File: config.mk
export PLATFORM = sky130hd
export DESIGN_NAME = gpio_serial_loader
export DESIGN_NICKNAME = d
export VERILOG_FILES = /design/src/rtl/gpio_serial_loader.sv
export SDC_FILE = /design/constraint.sdc
export NUM_CORES = 1
export LEC_CHECK = 0
export CAP_MARGIN = 15
export CORE_ASPECT_RATIO = 1.25
export CORE_MARGIN = 1
export CORE_UTILIZATION = 47
export CTS_CLUSTER_DIAMETER = 80
export DETAILED_ROUTE_END_ITERATION = 10
export PLACE_DENSITY = 0.74
export SETUP_SLACK_MARGIN = 0.4
export SLEW_MARGIN = 40
export SYNTH_ARGS = -nofsm -noshare
export SYNTH_HDL_FRONTEND = slang
export SYNTH_SLANG_ARGS = --single-unit
export TNS_END_PERCENT = 100
File: constraint.sdc
create_clock -name wb_clk_i -period 1.7 [get_ports wb_clk_i]
set_input_delay 0.255 -clock wb_clk_i [delete_from_list [all_inputs] [get_ports wb_clk_i]]
set_output_delay 0.255 -clock wb_clk_i [all_outputs]
set_load 0.05 [all_outputs]
File: src/rtl/gpio_serial_loader.sv
// Serial loader for a chain of GPIO control blocks: fetches one configuration word
// per block, shifts it out MSB first, then pulses serial_load. Option: GPIO_LOADER_CHAIN_RESET_EN.
module gpio_serial_loader #(
    parameter int NUM_IO  = 19,
    parameter int IO_BITS = 13,
    parameter int CLK_DIV = 2,
    localparam int AW = (NUM_IO > 1) ? $clog2(NUM_IO) : 1
) (
    input  logic               wb_clk_i,
    input  logic               wb_rst_i,
    input  logic               start,
    output logic [AW-1:0]      cfg_addr,
    output logic               cfg_rd,
    input  logic [IO_BITS-1:0] cfg_data,
    output logic               serial_clock,
    output logic               serial_load,
    output logic               serial_resetn,
    output logic               serial_data_out,
    output logic               busy,
    output logic               done
);

    localparam int BW = (IO_BITS > 1) ? $clog2(IO_BITS) : 1;
    // Wide enough for the longest timed phase (2*CLK_DIV cycles, CLK_DIV <= 15).
    localparam int DW = 5;

    typedef enum logic [2:0] {
        IDLE,
`ifdef GPIO_LOADER_CHAIN_RESET_EN
        CHAIN_RST,
`endif
        FETCH,
        LATCH,
        SHIFT_LO,
        SHIFT_HI,
        LOAD,
        FINISH
    } state_t;

    state_t               state, state_n;
    logic [AW-1:0]        word_idx, word_n;
    logic [BW-1:0]        bit_cnt, bit_n;
    logic [IO_BITS-1:0]   shift_reg, shift_n;
    logic [DW-1:0]        div_cnt;
    logic                 half_done;

    assign half_done = (div_cnt == DW'(CLK_DIV - 1));

    always_comb begin
        state_n = state;
        word_n  = word_idx;
        bit_n   = bit_cnt;
        shift_n = shift_reg;
        case (state)
            IDLE: begin
                if (start) begin
`ifdef GPIO_LOADER_CHAIN_RESET_EN
                    state_n = CHAIN_RST;
`else
                    state_n = FETCH;
`endif
                    word_n = AW'(NUM_IO - 1);
                end
            end
`ifdef GPIO_LOADER_CHAIN_RESET_EN
            CHAIN_RST: if (div_cnt == DW'(2 * CLK_DIV - 1)) state_n = FETCH;
`endif
            FETCH: state_n = LATCH;
            LATCH: begin
                state_n = SHIFT_LO;
                shift_n = cfg_data;
                bit_n   = BW'(IO_BITS - 1);
            end
            SHIFT_LO: if (half_done) state_n = SHIFT_HI;
            SHIFT_HI: begin
                if (half_done) begin
                    if (bit_cnt != '0) begin
                        state_n = SHIFT_LO;
                        bit_n   = bit_cnt - 1'b1;
                        shift_n = shift_reg << 1;
                    end else if (word_idx != '0) begin
                        state_n = FETCH;
                        word_n  = word_idx - 1'b1;
                    end else begin
                        state_n = LOAD;
                    end
                end
            end
            LOAD:    if (half_done) state_n = FINISH;
            FINISH:  state_n = IDLE;
            default: state_n = IDLE;
        endcase
    end

    always_ff @(posedge wb_clk_i or posedge wb_rst_i) begin
        if (wb_rst_i) begin
            state     <= IDLE;
            word_idx  <= '0;
            bit_cnt   <= '0;
            shift_reg <= '0;
            div_cnt   <= '0;
        end else begin
            state     <= state_n;
            word_idx  <= word_n;
            bit_cnt   <= bit_n;
            shift_reg <= shift_n;
            div_cnt   <= (state_n != state || state == IDLE) ? '0 : div_cnt + 1'b1;
        end
    end

    // NOTE: outputs are registered from the next-state values so they line up with
    // the state they describe instead of lagging it by a cycle.
    always_ff @(posedge wb_clk_i or posedge wb_rst_i) begin
        if (wb_rst_i) begin
            cfg_addr        <= '0;
            cfg_rd          <= 1'b0;
            serial_clock    <= 1'b0;
            serial_load     <= 1'b0;
            serial_data_out <= 1'b0;
            busy            <= 1'b0;
            done            <= 1'b0;
        end else begin
            cfg_addr        <= word_n;
            cfg_rd          <= (state_n == FETCH);
            serial_clock    <= (state_n == SHIFT_HI);
            serial_load     <= (state_n == LOAD);
            serial_data_out <= (state_n == SHIFT_LO || state_n == SHIFT_HI) ? shift_n[IO_BITS-1] : 1'b0;
            busy            <= (state_n != IDLE && state_n != FINISH);
            done            <= (state_n == FINISH);
        end
    end

`ifdef GPIO_LOADER_CHAIN_RESET_EN
    always_ff @(posedge wb_clk_i or posedge wb_rst_i) begin
        if (wb_rst_i) serial_resetn <= 1'b1;
        else          serial_resetn <= (state_n != CHAIN_RST);
    end
`else
    assign serial_resetn = 1'b1;
`endif

endmodule

After elaboration in Yosys (flattened, before gate mapping) --
Index checks and enable logic that the tools add are counted.
Storage, ports and cells: register bits 36, bits of input ports 16, word-level logic and storage cells 64
Cells by class: add/sub/neg operators 3, eq/ne operators 18, mux-type cells 20, reduce and logical (&&, ||, !) cells 11
Operators with widths (count):
- $mux W13 | 2
- $pmux W13 S2 | 1
- $mux W5 | 5
- $mux W3 | 6
- $pmux W3 S6 | 1
- $eq A3 B3 Y1 const B | 5
- $ne A2 B2 Y1 const B | 5
- $pmux W5 S2 | 1
- $eq A3 B2 Y1 const B | 3
- $mux W4 | 2
- $pmux W4 S2 | 1
- $eq A3 B1 Y1 const B | 2
- $add A5 B1 Y5 const B | 1
- $eq A5 B1 Y1 const B | 1
- $reduce_and A5 Y1 | 1
- $reduce_bool A5 Y1 | 1
- $sub A5 B1 Y5 const B | 1
- $reduce_bool A2 Y1 | 2
- $reduce_bool A4 Y1 | 1
- $sub A4 B1 Y4 const B | 1
- $logic_not A3 Y1 | 1
- $ne A3 B3 Y1 | 1
- $ne A3 B3 Y1 const B | 1
- $reduce_and A3 Y1 | 1
- 4 further kinds | 5

Longest topological paths before layout --
Gate-level depths: netlist (run 1).
word-level depth 8, mapped depth 8

Worst setup path before layout (run 1) --
No wires, ideal clock.
path type register to register, from register, netlist name cfg_addr[0], to register cfg_addr[3], library setup time 0.078 ns, data arrival time 1.890 ns, data required time 1.622 ns, setup slack -0.268 ns, stages on the path, launching flop included 7, path buffers 0, period minus slack after synthesis 1.968 ns, cells stage by stage dfrtp_1 -> inv_1 -> ha_1 -> nor4b_1 -> nand4b_2 -> or3_1 -> a21oi_1
RTL lines:
- end signal: assignment | line 123 | cfg_addr <= word_n;
- end: declaration | line 12 | output logic [AW-1:0] cfg_addr,

Worst setup path after layout (run 1) --
from register bit_cnt[0], to register serial_data_out
RTL lines:
- start: declaration | line 42 | logic [BW-1:0] bit_cnt, bit_n;
- start signal: assignment | line 105 | bit_cnt <= bit_n;
- $reduce_bool A4 Y1 | line 77 | if (bit_cnt != '0) begin
- $mux W13 | line 77
- $mux W13 | line 76 | if (half_done) begin
- $pmux W13 S2 | line 54 | case (state)
- via shift_n[12] | line 43 | logic [IO_BITS-1:0] shift_reg, shift_n;
- $mux W1 | line 127 | serial_data_out <= (state_n == SHIFT_LO || state_n == SHIFT_HI) ? shift_n[IO_BITS-1] : 1'b0;
- end signal: assignment | line 127
- end: declaration | line 18 | output logic serial_data_out,
The timed path passes the listed nets, and every way through them passes these cells. The select of a mux whose other input is x is not followed. A chain may end at the register's enable or synchronous reset.

==> results.toml, run 1 <==
[floorplanning]
io_pins = 28
coreArea_sq_um = 3510
die_x_um = 56.3
rows = 24
initial_utilization_pct = 49.3
die_y_um = 69.8
dieArea_sq_um = 3930

[yosys]
synth_compound_area_share_pct = 15.8
ys_types = 39
synthMuxAreaShare_pct = 0.651
synth-simple-area-share_pct = 21.4
yosysWarnings = 0
synth_top_family_by_area = "simple AND/OR/NAND/NOR gates"
async_reset_ff_share_pct = 100
synthFlopType = "dfrtp_1"
synth-seq-cells = 36
synth_fa_ha_area_share_pct = 3.62
yosysSeqAreaShare_pct = 52.1
syn_nets = 195
synth_xor_area_share_pct = 1.52
synth.avg_cell_area_sq_um = 9.94
synth_edf_count = 0
synth_area_sq_um = 1730
syn_inst = 174

[setup_path]
endpoint_kind = "flip-flop"
r2r-start = "bit_cnt[0]"
start_kind = "flip-flop"
critPathBufInv = 1
worstSetupPathType = "flip-flop to flip-flop"
cp.depth = 6
crit_required_ns = 1.88
critPathMaxFanout = 4
crit_slowest_cell = "dfrtp_1"
worstPathArrival_ns = 1.98
rr_worst_depth = 6
regToRegSetupSlack_ns = -0.11
slowest_delay_ns = 0.40
path_cells = "inv_2 > ha_4 > or3b_4 > and3_4 > a221o_1 > a21boi_1"
path_delay_family = "simple AND/OR/NAND/NOR gates"
worstReg2RegEnd = "serial_data_out"

[clocking]
h-tree-depth = 2
root_buffer = "clkbuf_8"
numCtsBuffers = 5
clk_latency_ns = 0.29
clockBufferDepth = 2
cts_tree = "built"
clk_pin_slew_ns = 0.07
cts.sinks = 36

[final_layout]
fillers = 243
layout-drive-gt1-share_pct = 40.3
utilization_pct = 71.7
layout.nets = 253
largest_register_ffs = 13
diodes = 0
syn_to_final_growth_pct = 45.6
ff_latch_area_sq_um = 905
multi_input_area_sq_um = 930

[pwr]
pwr-share-seq_pct = 54.8
ir_drop_v = 0.000663
pwr-share-clk_pct = 40.5
total_power_mw = 1.57
cell_internal_pwr_mw = 1.22
swShare_pct = 22.3
power_frac_comb_pct = 4.7
p_sw_mw = 0.350
leakage_nw = 1.18
powerDensity_nw_per_um2 = 623

[drt]
top_layer_used = "met4"
drt_iter0_drc = 64
firstDrtPassIters = 4
routed_wl_mm = 4.24
vias_per_cell = 5.63
route.detailed.drc = 0
routedLengthMet1_mm = 1.73
wl_met3_um = 167
wl_met2_mm = 2.28
drtAntennaViolNets = 0
via_count = 1532
wire_per_inst_um = 15.6

[hold_path]
hold_class = "primary input to async pin"

[status]
outcome = "complete, but fails checks"
violations = "setup timing"

[timing]
setup_ws_ns = -0.105
finalClockSkew_ns = 0.00522
max_freq_mhz = 554
finalSetupViolCount = 10
period_share_pct = 106
hold_viol = 0
rsz0062_at_grt = "yes"
fin_crit_ns = 1.81
maxSlewViolCount = 0

[global_routing]
grt_overflow = 0
grt_usage_pct = 24.2
grt_pass1_wl_mm = 7.29
grt_pass1_vias = 1595
grt_start_max_net_pins = 24
antenna_found_initial = 0

[placed_design]
hpwl_mm = 2.84
io_buffers = 26
gp_congestion = 0.821

[run]
drv_cap = 0
## synth_stat cells, types with 2 or more instances
| cell type | count | area [sq um] |
|---|---|---|
| inv_1 | 8 | 30.0 |
| or3_1 | 6 | 37.5 |
| buf_2 | 3 | 15.0 |
| dfrtp_1 | 36 | 901 |
| ha_1 | 5 | 62.6 |
| a22oi_1 | 11 | 82.6 |
| xor2_1 | 2 | 17.5 |
| nor3b_2 | 2 | 25.0 |
| a31oi_1 | 2 | 12.5 |
| nand2b_1 | 2 | 12.5 |
| a21boi_1 | 2 | 15.0 |
| a211oi_1 | 3 | 22.5 |
| a21oi_1 | 5 | 25.0 |
| nand2_1 | 33 | 124 |
| nor2_1 | 9 | 33.8 |
| nand3_1 | 7 | 35.0 |
| clkbuf_1 | 4 | 15.0 |
| nor3_1 | 2 | 10.0 |
| o21a_1 | 2 | 15.0 |
| o21ai_0 | 11 | 55.1 |
## cells by family (layout without fill, tap and decap cells)
group,Yosys count,count (layout)
AND/OR/NAND/NOR,70,70
other,1,1
multiplexers,1,1
XOR/XNOR,3,3
buffers and inverters,17,76
adder cells (fa/ha/maj),5,5
AO/OA/AOI/OAI,41,41
flip-flops,36,36
## worst min-delay path: stages
cell and delay [ns]:
clkdlybuf4s50_1 0.40, inv_1 0.07, buf_4 0.21
## cells in the final DEF, fill, tap and decap left out, drive strengths merged, types with 2 or more instances in the layout
master / instances
o21a: 2
a22oi: 11
or3: 6
nand2b: 2
xor2: 2
buf: 45
o21ai: 12
nor3b: 3
nor3: 2
dfrtp: 36
a21boi: 2
nand2: 33
clkbuf: 6
a21oi: 5
a211oi: 3
clkdlybuf4s50: 15
inv: 8
a31oi: 2
nand3: 7
nor4b: 2
nor2: 9
ha: 5
clkinv: 2
## per-stage QoR
step	std cells	hold slack [ns]	cell area (sq um)	worst slack, ns	TNS [ns]
finish	272	0.274	2520	-0.105	-0.319
global route	272	0.326	2520	-0.138	-1.65
CTS	269	0.278	2430	-0.0586	-0.203
detailed placement	251	0.465	2210	-0.155	-1.49
global placement	251	0.460	2210	-0.0495	-0.170
floorplan	174	0.372	1830	-0.119	-0.528
## how the worst max path moves through the flow
stage	from	end	slack, ns
2_1_floorplan	bit_cnt[0]	serial_data_out	-0.12
3_3_place_gp	bit_cnt[1]	serial_data_out	-0.05
3_5_place_dp	bit_cnt[1]	serial_data_out	-0.15
4_1_cts	bit_cnt[0]	serial_data_out	-0.06
5_1_grt	bit_cnt[0]	serial_data_out	-0.14
6_report	bit_cnt[0]	serial_data_out	-0.11
## power groups by stage
stage               combinational (mW)  sequential, mW  clock, mW
finish                          0.0741           0.861      0.635
global route                    0.0807           0.861      0.682
CTS                             0.0741           0.861      0.647
detailed placement              0.0731           0.878          0
global placement                0.0709           0.878          0
floorplan                       0.0233           0.881          0
## metal layers
metal	vias to the layer above	track usage (%)
li1	716	-
met1	767	28.9
met2	43	41.3
met3	6	5.41
met4	0	10.8
met5	-	0
## what timing repair did
action | 4_1_cts | 5_1_grt
hold endpoints to repair | 0 | 0
pin swaps | 8 | 2
resized for setup | 16 | 17
gates cloned | 1 | 0
buffers inserted | 9 | 3
hold buffers | 0 | 0
setup endpoints to repair | 35 | 36
## final cells by class
| class | instances | share of cell area, % |
|---|---|---|
| multi-input combinational | 121 | 36.9 |
| timing repair buffer | 60 | 20.4 |
| clock inverter | 2 | 0.397 |
| clock buffer | 6 | 3.28 |
| tap | 39 | 1.94 |
| sequential | 36 | 35.9 |
| inverter | 8 | 1.19 |
(Power assumes the default switching activity.)
==> inputs of run 2 (changes only) <==
- CORE_ASPECT_RATIO: 1.25 -> unset
==> results.toml, run 2 (synthesis results as in run 1) <==
[drt]
via_count = 1602
drt_iter0_drc = 74
firstDrtPassIters = 4
routed_wl_mm = 4.90
route.detailed.drc = 0
wire_per_inst_um = 17.4
drtAntennaViolNets = 0
vias_per_cell = 5.68

[final_layout]
utilization_pct = 76.7
largest_register_ffs = 13
fillers = 214
final_cell_mix = "buf_4, dfrtp_1, nand2_1"
layout-drive-gt1-share_pct = 47.0
finalInstanceArea_sq_um = 2640
diodes = 0
layout.nets = 256
mostFrequentLayoutCell = "buf_4"
syn_to_final_growth_pct = 52.6
instances_no_fill = 282

[placed_design]
place_ws_ns = -0.138
io_buffers = 26
gp_congestion = 0.835
hpwl_mm = 2.68
placed_area_sq_um = 2200
dpl.cell_count = 256

[floorplanning]
rows = 21
initial_utilization_pct = 50.3
die_y_um = 62.7
die_x_um = 62.7
dieArea_sq_um = 3930
io_pins = 28
coreArea_sq_um = 3440

[global_routing]
grt_pass1_vias = 1495
grt_pass1_wl_mm = 6.93
grt_overflow = 0
antenna_found_initial = 0
grt_usage_pct = 23.3
grt_start_max_net_pins = 37

[clocking]
h-tree-depth = 2
cts_hold_buf = 0
root_buffer = "clkbuf_8"
clockBufferDepth = 2
numCtsBuffers = 5
clk_latency_ns = 0.29
cts.sinks = 36
clk_pin_slew_ns = 0.07
cts_tree = "built"

[setup_path]
endpoint_kind = "flip-flop"
start_kind = "flip-flop"
crit_required_ns = 1.84
worstPathArrival_ns = 1.99
worstSetupPathType = "flip-flop to flip-flop"
critPathMaxFanout = 3

[timing]
finalSetupViolCount = 22
maxSlewViolCount = 0
rsz0062_at_grt = "yes"
fin_crit_ns = 1.85
period_share_pct = 109
max_freq_mhz = 542
hold_viol = 0
setup_ws_ns = -0.146
finalClockSkew_ns = 0.00603

[hold_path]
hold_class = "primary input to async pin"

[status]
violations = "setup timing"
outcome = "complete, but fails checks"

[pwr]
leakage_nw = 1.22
total_power_mw = 1.68
powerDensity_nw_per_um2 = 636
ir_drop_v = 0.000562

[run]
drv_cap = 0
[run 2: path summary, 6_finish.rpt]
| path | slack, ns | from | end | cells after the start |
|---|---|---|---|---|
| worst max register to register | -0.15 | bit_cnt[1] | bit_cnt[3] | 7 |
| worst max-delay path | -0.15 | bit_cnt[1] | bit_cnt[3] | 7 |
| worst min-delay path | 0.37 | wb_rst_i | shift_reg[11] | 3 |
| min in group wb_clk_i | 0.51 | shift_reg[10] | shift_reg[10] | 2 |
| max in group asynchronous | 0.98 | wb_rst_i | cfg_addr[0] | 3 |
| worst min register to register | 0.51 | shift_reg[10] | shift_reg[10] | 2 |
[run 2: area by class of cell]
class                      instances  area, sq um  share of cell area [%]
clock buffer                       6         72.6                    2.75
inverter                           8         30.0                    1.14
sequential                        36          905                    34.2
tap                               46         57.6                    2.18
clock inverter                     2         35.0                    1.33
timing repair buffer              63          548                    20.7
multi-input combinational        121          993                    37.6
[run 2: what timing repair did]
item                       4_1_cts  5_1_grt
gates resized for setup         26       27
pin swaps                        8       20
setup buffers                    8       10
setup endpoints to repair       35       35
[run 2: critical path: stages (launching register included)]
cell,delay [ns]
dfrtp_1,0.40
inv_2,0.09
ha_4,0.14
or3b_4,0.40
and3_4,0.17
buf_4,0.13
a211oi_2,0.28
a31oi_2,0.09
[run 2: metal layers]
metal | vias to the layer above | share of wire, % | track usage, %
met1 | 786 | 38 | 24.3
met2 | 63 | 53 | 43.5
li1 | 735 | - | -
met3 | 18 | 4.4 | 6.02
met4 | 0 | 4.1 | 10.5
met5 | - | 0 | 0
[run 2: stage by stage]
step	hold WS, ns	setup TNS (ns)
after CTS	0.381	-0.0571
after global placement	0.459	-0.0446
after detailed placement	0.472	-0.778
after global routing	0.434	-2.64
final	0.369	-1.45
after floorplan	0.372	-0.528
[run 2: power by group]
group / internal (mW) / switching, mW
clock network: 0.435 / 0.309
registers: 0.859 / 0.00185
logic: 0.0366 / 0.0372
total: 1.33 / 0.348
